--- src/rtl/hazard_pkg.sv ---
// hazard_pkg: shared FSM encoding and default parameter values for the
// pipeline hazard controller.
package hazard_pkg;

    localparam int unsigned MEM_TIMEOUT_DEF = 255;
    localparam int unsigned CNT_W_DEF       = 32;

    typedef logic [1:0] state_t;

    localparam state_t ST_RUN      = 2'b00;
    localparam state_t ST_MEM_WAIT = 2'b01;

endpackage

--- src/rtl/sat_counter.sv ---
// sat_counter: W-bit up-counter that sticks at all-ones.
module sat_counter #(
    parameter int unsigned W = 32
) (
    input  logic         clk,
    input  logic         reset,
    input  logic         inc,
    output logic [W-1:0] count
);

    // Count qualifying cycles, holding at the maximum value.
    always_ff @(posedge clk or posedge reset) begin
        if (reset) begin
            count <= '0;
        end else if (inc && (count != '1)) begin
            count <= count + 1'b1;
        end
    end

endmodule

--- src/rtl/hazard_control_unit.sv ---
// hazard_control_unit: stall / flush / bubble sequencing for the 5-stage
// core, with a freeze FSM for multi-cycle data memory.
// Optional feature macro: HAZARD_PERF_CNT_EN (performance counters).
module hazard_control_unit
    import hazard_pkg::*;
#(
    parameter int unsigned MEM_TIMEOUT = MEM_TIMEOUT_DEF,
    parameter int unsigned CNT_W       = CNT_W_DEF
) (
    input  logic             clk,
    input  logic             reset,
    input  logic             ID_EX_MemRead,
    input  logic [4:0]       ID_EX_Register_Rd,
    input  logic [4:0]       IF_ID_Register_Rs1,
    input  logic [4:0]       IF_ID_Register_Rs2,
    input  logic             branch_taken,
    input  logic             EX_MEM_MemRead,
    input  logic             EX_MEM_MemWrite,
    input  logic             mem_ready,
    output logic             pc_write,
    output logic             if_id_write,
    output logic             id_ex_bubble,
    output logic             if_id_flush,
    output logic             id_ex_flush,
    output logic             pipe_hold,
    output logic             mem_req,
    output logic             mem_error,
    output logic [CNT_W-1:0] stall_cycles,
    output logic [CNT_W-1:0] flush_count
);

    localparam int unsigned       WC_W    = (MEM_TIMEOUT > 1) ? $clog2(MEM_TIMEOUT) : 1;
    localparam logic [WC_W-1:0]   WC_LAST = WC_W'(MEM_TIMEOUT - 1);

    state_t          r_state;
    logic [WC_W-1:0] r_wait_cnt;
    logic            r_mem_error;

    state_t          w_next_state;
    logic [WC_W-1:0] w_wait_next;
    logic            w_set_error;
    logic            w_mem_access;
    logic            w_load_use;
    logic            w_timeout;

    assign w_mem_access = EX_MEM_MemRead | EX_MEM_MemWrite;
    assign w_load_use   = ID_EX_MemRead && (ID_EX_Register_Rd != 5'd0) &&
                          ((ID_EX_Register_Rd == IF_ID_Register_Rs1) ||
                           (ID_EX_Register_Rd == IF_ID_Register_Rs2));
    assign w_timeout    = (r_wait_cnt == WC_LAST);
    assign mem_error    = r_mem_error;

    // Mealy decode of hazard outputs and FSM next state.
    always_comb begin
        pc_write     = 1'b1;
        if_id_write  = 1'b1;
        id_ex_bubble = 1'b0;
        if_id_flush  = 1'b0;
        id_ex_flush  = 1'b0;
        pipe_hold    = 1'b0;
        mem_req      = 1'b0;
        w_next_state = r_state;
        w_wait_next  = r_wait_cnt;
        w_set_error  = 1'b0;

        if (reset) begin
            // Reset overrides combinationally so mem_req drops asynchronously.
            pc_write     = 1'b0;
            if_id_write  = 1'b0;
            id_ex_bubble = 1'b1;
            w_next_state = ST_RUN;
            w_wait_next  = '0;
        end else begin
            case (r_state)
                ST_RUN: begin
                    mem_req = w_mem_access;
                    if (w_mem_access && !mem_ready) begin
                        pipe_hold    = 1'b1;
                        pc_write     = 1'b0;
                        if_id_write  = 1'b0;
                        w_next_state = ST_MEM_WAIT;
                        w_wait_next  = '0;
                    end else if (branch_taken) begin
                        if_id_flush = 1'b1;
                        id_ex_flush = 1'b1;
                    end else if (w_load_use) begin
                        pc_write     = 1'b0;
                        if_id_write  = 1'b0;
                        id_ex_bubble = 1'b1;
                    end
                end
                ST_MEM_WAIT: begin
                    mem_req = 1'b1;
                    if (!mem_ready && !w_timeout) begin
                        pipe_hold   = 1'b1;
                        pc_write    = 1'b0;
                        if_id_write = 1'b0;
                        w_wait_next = r_wait_cnt + 1'b1;
                    end else begin
                        // Exit cycle: hazards held during the freeze act now.
                        w_next_state = ST_RUN;
                        w_set_error  = !mem_ready;
                        if (branch_taken) begin
                            if_id_flush = 1'b1;
                            id_ex_flush = 1'b1;
                        end else if (w_load_use) begin
                            pc_write     = 1'b0;
                            if_id_write  = 1'b0;
                            id_ex_bubble = 1'b1;
                        end
                    end
                end
                default: begin
                    w_next_state = ST_RUN;
                    w_wait_next  = '0;
                end
            endcase
        end
    end

    // State, wait counter and sticky timeout flag.
    always_ff @(posedge clk or posedge reset) begin
        if (reset) begin
            r_state     <= ST_RUN;
            r_wait_cnt  <= '0;
            r_mem_error <= 1'b0;
        end else begin
            r_state    <= w_next_state;
            r_wait_cnt <= w_wait_next;
            if (w_set_error) begin
                r_mem_error <= 1'b1;
            end
        end
    end

`ifdef HAZARD_PERF_CNT_EN
    sat_counter #(.W(CNT_W)) u_stall_cnt (
        .clk   (clk),
        .reset (reset),
        .inc   (!pc_write),
        .count (stall_cycles)
    );

    sat_counter #(.W(CNT_W)) u_flush_cnt (
        .clk   (clk),
        .reset (reset),
        .inc   (if_id_flush),
        .count (flush_count)
    );
`else
    assign stall_cycles = '0;
    assign flush_count  = '0;
`endif

endmodule

--- config.mk ---
export PLATFORM = sky130hd
export DESIGN_NAME = hazard_control_unit
export DESIGN_NICKNAME = d
export VERILOG_FILES = /design/src/rtl/hazard_pkg.sv /design/src/rtl/sat_counter.sv /design/src/rtl/hazard_control_unit.sv
export SDC_FILE = /design/constraint.sdc
export NUM_CORES = 1
export LEC_CHECK = 0
export BUFFER_PORTS_ARGS = -buffer_cell sky130_fd_sc_hd__buf_2
export CORE_UTILIZATION = 40
export DETAILED_ROUTE_END_ITERATION = 16
export PLACE_DENSITY = 0.77
export SKIP_LAST_GASP = 1
export SLEW_MARGIN = 20
export SYNTH_ARGS = -nofsm -noshare
export SYNTH_HDL_FRONTEND = slang
export SYNTH_HIERARCHICAL = 1
export SYNTH_SLANG_ARGS = --single-unit
export TNS_END_PERCENT = 20
--- constraint.sdc ---
create_clock -name clk -period 2.25 [get_ports clk]
set_input_delay 0.45 -clock clk [delete_from_list [all_inputs] [get_ports clk]]
set_output_delay 0.45 -clock clk [all_outputs]
set_load 0.01 [all_outputs]
==> flow_summary.yaml <==
drt:
  num_vias: 847
  drc_errors: 11
  wl_per_cell_um: 9.44
  viasPerCell: 4.07
  first_iter_violations: 20
  firstDrtPassIters: 10
  wl_mm: 1.96
  postRouteAntennaNets: 0
timing:
  drv_slew: 0
  fin_ws_ps: 112
  fin_worst_skew_ps: 5.16
  final_hold_viol_count: 0
  setup_viol: 0
  fin_crit_sh_pct: 95.0
  period_needed_ps: 2140
  rsz0062_at_grt: "true"
  fmax_mhz: 468
setup_path:
  cpMaxStageDelayCell: "dfrtp_2"
  crit_family: "flip-flops"
  cpPeakStageDelay_ps: 440
  cp_data_arrival_time_ps: 1690
  critPathMaxFanout: 6
  crit_path_end_kind: "output port"
  crit_chain: "inv_1 -> ha_1 -> nand4_1 -> o211ai_2 -> buf_4 -> and3_1 -> buf_2"
  start_kind: "flip-flop"
  critPathBufInv: 3
  required_ps: 1800
  criticalPathCategory: "flip-flop to output port"
cells_and_area:
  area_growth_pct: -0.932
  final_cell_mix: "conb_1 (64), buf_2 (29), xnor2_1 (12), dfrtp_1 (9), nand3_1 (6)"
  final_nets: 202
  fillers: 284
  drive_gt1_share_pct: 24.3
  final_common_cell: "conb_1"
  antenna_cells: 0
  design_area_sq_um: 1200
clock_network:
  cts_tree: "yes"
  h-tree-depth: 1
  cts_buffer_depth: 2
  insertion_delay_ps: 270
  clk_pin_slew_worst_paths_ps: 70
  clock-sinks: 10
  cts_buffers: 3
  root_buffer: "clkbuf_4"
  cts_hold_buf: 0
pwr:
  power.density_nw_per_um2: 412
  ir_drop_uv: 120
  p_leak_nw: 0.679
synthesis:
  yosysWarningCount: 6
  ys_seq_area_share_pct: 20.7
  synthCells: 144
  syn-cell-area_sq_um: 1210
  avgSynthCellArea_sq_um: 8.38
  synth_cell_types: 31
  synth_seq_cells: 10
floorplan:
  die_area_sq_um: 3240
  start_util_pct: 43.0
  dieHeight_um: 56.9
  coreArea_sq_um: 2810
  die_x_um: 56.9
  rows: 19
  ioPinCount: 94
run_status:
  violations: "DRC"
  status: "complete, but fails checks"
run:
  cap_violations: 0
min_path:
  min_path_type: "input port to asynchronous set/reset pin"
placement:
  place_congestion: 0.781
  pre_cts_ws_ps: 174
  port_buffers: 29
  place_area_sq_um: 1150
  place_hpwl_mm: 1.63
grt:
  antenna_found_initial: 0
  overflow: 0
  grt_max_degree: 10
  grt_usage_pct: 11.9
  grt_pass1_vias: 682
  grt_first_pass_wirelength_mm: 3.03
[sequential cells by signal, indices dropped and copies added (netlist names)]
register    count
r_wait_cnt      8
mem_error       1
r_state         1
[synthesized netlist by cell type]
| cell | number | area, sq um |
|---|---|---|
| o2bb2ai_1 | 1 | 8.76 |
| o22ai_1 | 1 | 6.26 |
| nand2_1 | 5 | 18.8 |
| a31oi_1 | 1 | 6.26 |
| o21ai_0 | 1 | 5.00 |
| buf_4 | 66 | 495 |
| nand3_1 | 6 | 30.0 |
| and2_4 | 1 | 8.76 |
| inv_1 | 4 | 15.0 |
| a22o_1 | 2 | 17.5 |
| o21ai_1 | 1 | 5.00 |
| nand4_1 | 1 | 6.26 |
| o21a_1 | 2 | 15.0 |
| nand4_2 | 1 | 12.5 |
| conb_1 | 1 | 3.75 |
| o211a_1 | 1 | 10.0 |
| nor2_1 | 5 | 18.8 |
| nor4_1 | 2 | 12.5 |
| a2bb2oi_2 | 1 | 15.0 |
| xnor2_1 | 12 | 105 |
| nor3b_1 | 1 | 7.51 |
| and3_1 | 3 | 18.8 |
| o211ai_2 | 2 | 25.0 |
| a31o_1 | 1 | 8.76 |
| dfrtp_1 | 10 | 250 |
| or3_1 | 1 | 6.26 |
| a21oi_1 | 6 | 30.0 |
| nor3_1 | 1 | 5.00 |
| or4_1 | 1 | 7.51 |
| ha_1 | 2 | 25.0 |
| a21o_1 | 1 | 7.51 |
[cell type report]
cell class,count,area [sq um],share of cell area [%]
inverter,4,15.0,1.26
multi-input combinational,127,687,57.4
clock buffer,4,36.3,3.03
tap,31,38.8,3.24
sequential,10,251,21.0
timing repair buffer,32,168,14.0
[per-layer routing]
metal / GRT usage [%] / wire length [um] / vias up
met5: 0 / 0 / -
met4: 5.23 / 27 / 0
met3: 2.72 / 113 / 2
met2: 20.3 / 1020 / 42
met1: 14.3 / 797 / 382
li1: - / - / 421
[repair_timing]
item / CTS / global route
setup endpoints to repair: 4 / 5
buffers inserted: 1 / 0
pin swaps: 1 / 0
resized for setup: 0 / 2
[final timing paths]
check | slack [ps] | to | startpoint | depth (start not counted)
min | 130 | r_wait_cnt[2] | reset | 2
min in group clk | 390 | r_state[0] | mem_ready | 2
max reg2reg | 660 | r_wait_cnt[2] | r_wait_cnt[0] | 7
max | 110 | id_ex_flush | r_wait_cnt[0] | 7
max in group asynchronous | 1750 | r_wait_cnt[0] | reset | 3
min reg2reg | 460 | mem_error | mem_error | 1
[report_power, final]
group / switching, mW / internal, mW
clock network: 0.0653 / 0.0983
registers: 0.00424 / 0.183
logic: 0.0945 / 0.0468
total: 0.164 / 0.329
[metrics by stage]
stage | setup TNS [ps] | utilization (%) | hold slack (ps) | power [mW] | cells
after floorplan | 0 | - | 319 | 0.372 | 207
after global placement | 0 | 40.9 | 409 | 0.328 | 203
after detailed placement | 0 | 40.9 | 415 | 0.330 | 203
after CTS | 0 | 42.5 | 131 | 0.494 | 208
after global routing | -7.34 | 42.6 | 138 | 0.523 | 208
final | 0 | 42.6 | 132 | 0.493 | 208
[logic make-up after synthesis]
logic type | count (synthesis) | share of synthesized area [%]
adder cells (fa/ha/maj) | 2 | 2.07
flip-flops | 10 | 20.7
AO/OA/AOI/OAI | 21 | 13.3
other | 1 | 0.311
buffers and inverters | 70 | 42.3
XOR/XNOR | 12 | 8.70
AND/OR/NAND/NOR | 28 | 12.6
No activity file was read; power rests on OpenSTA's default activity.
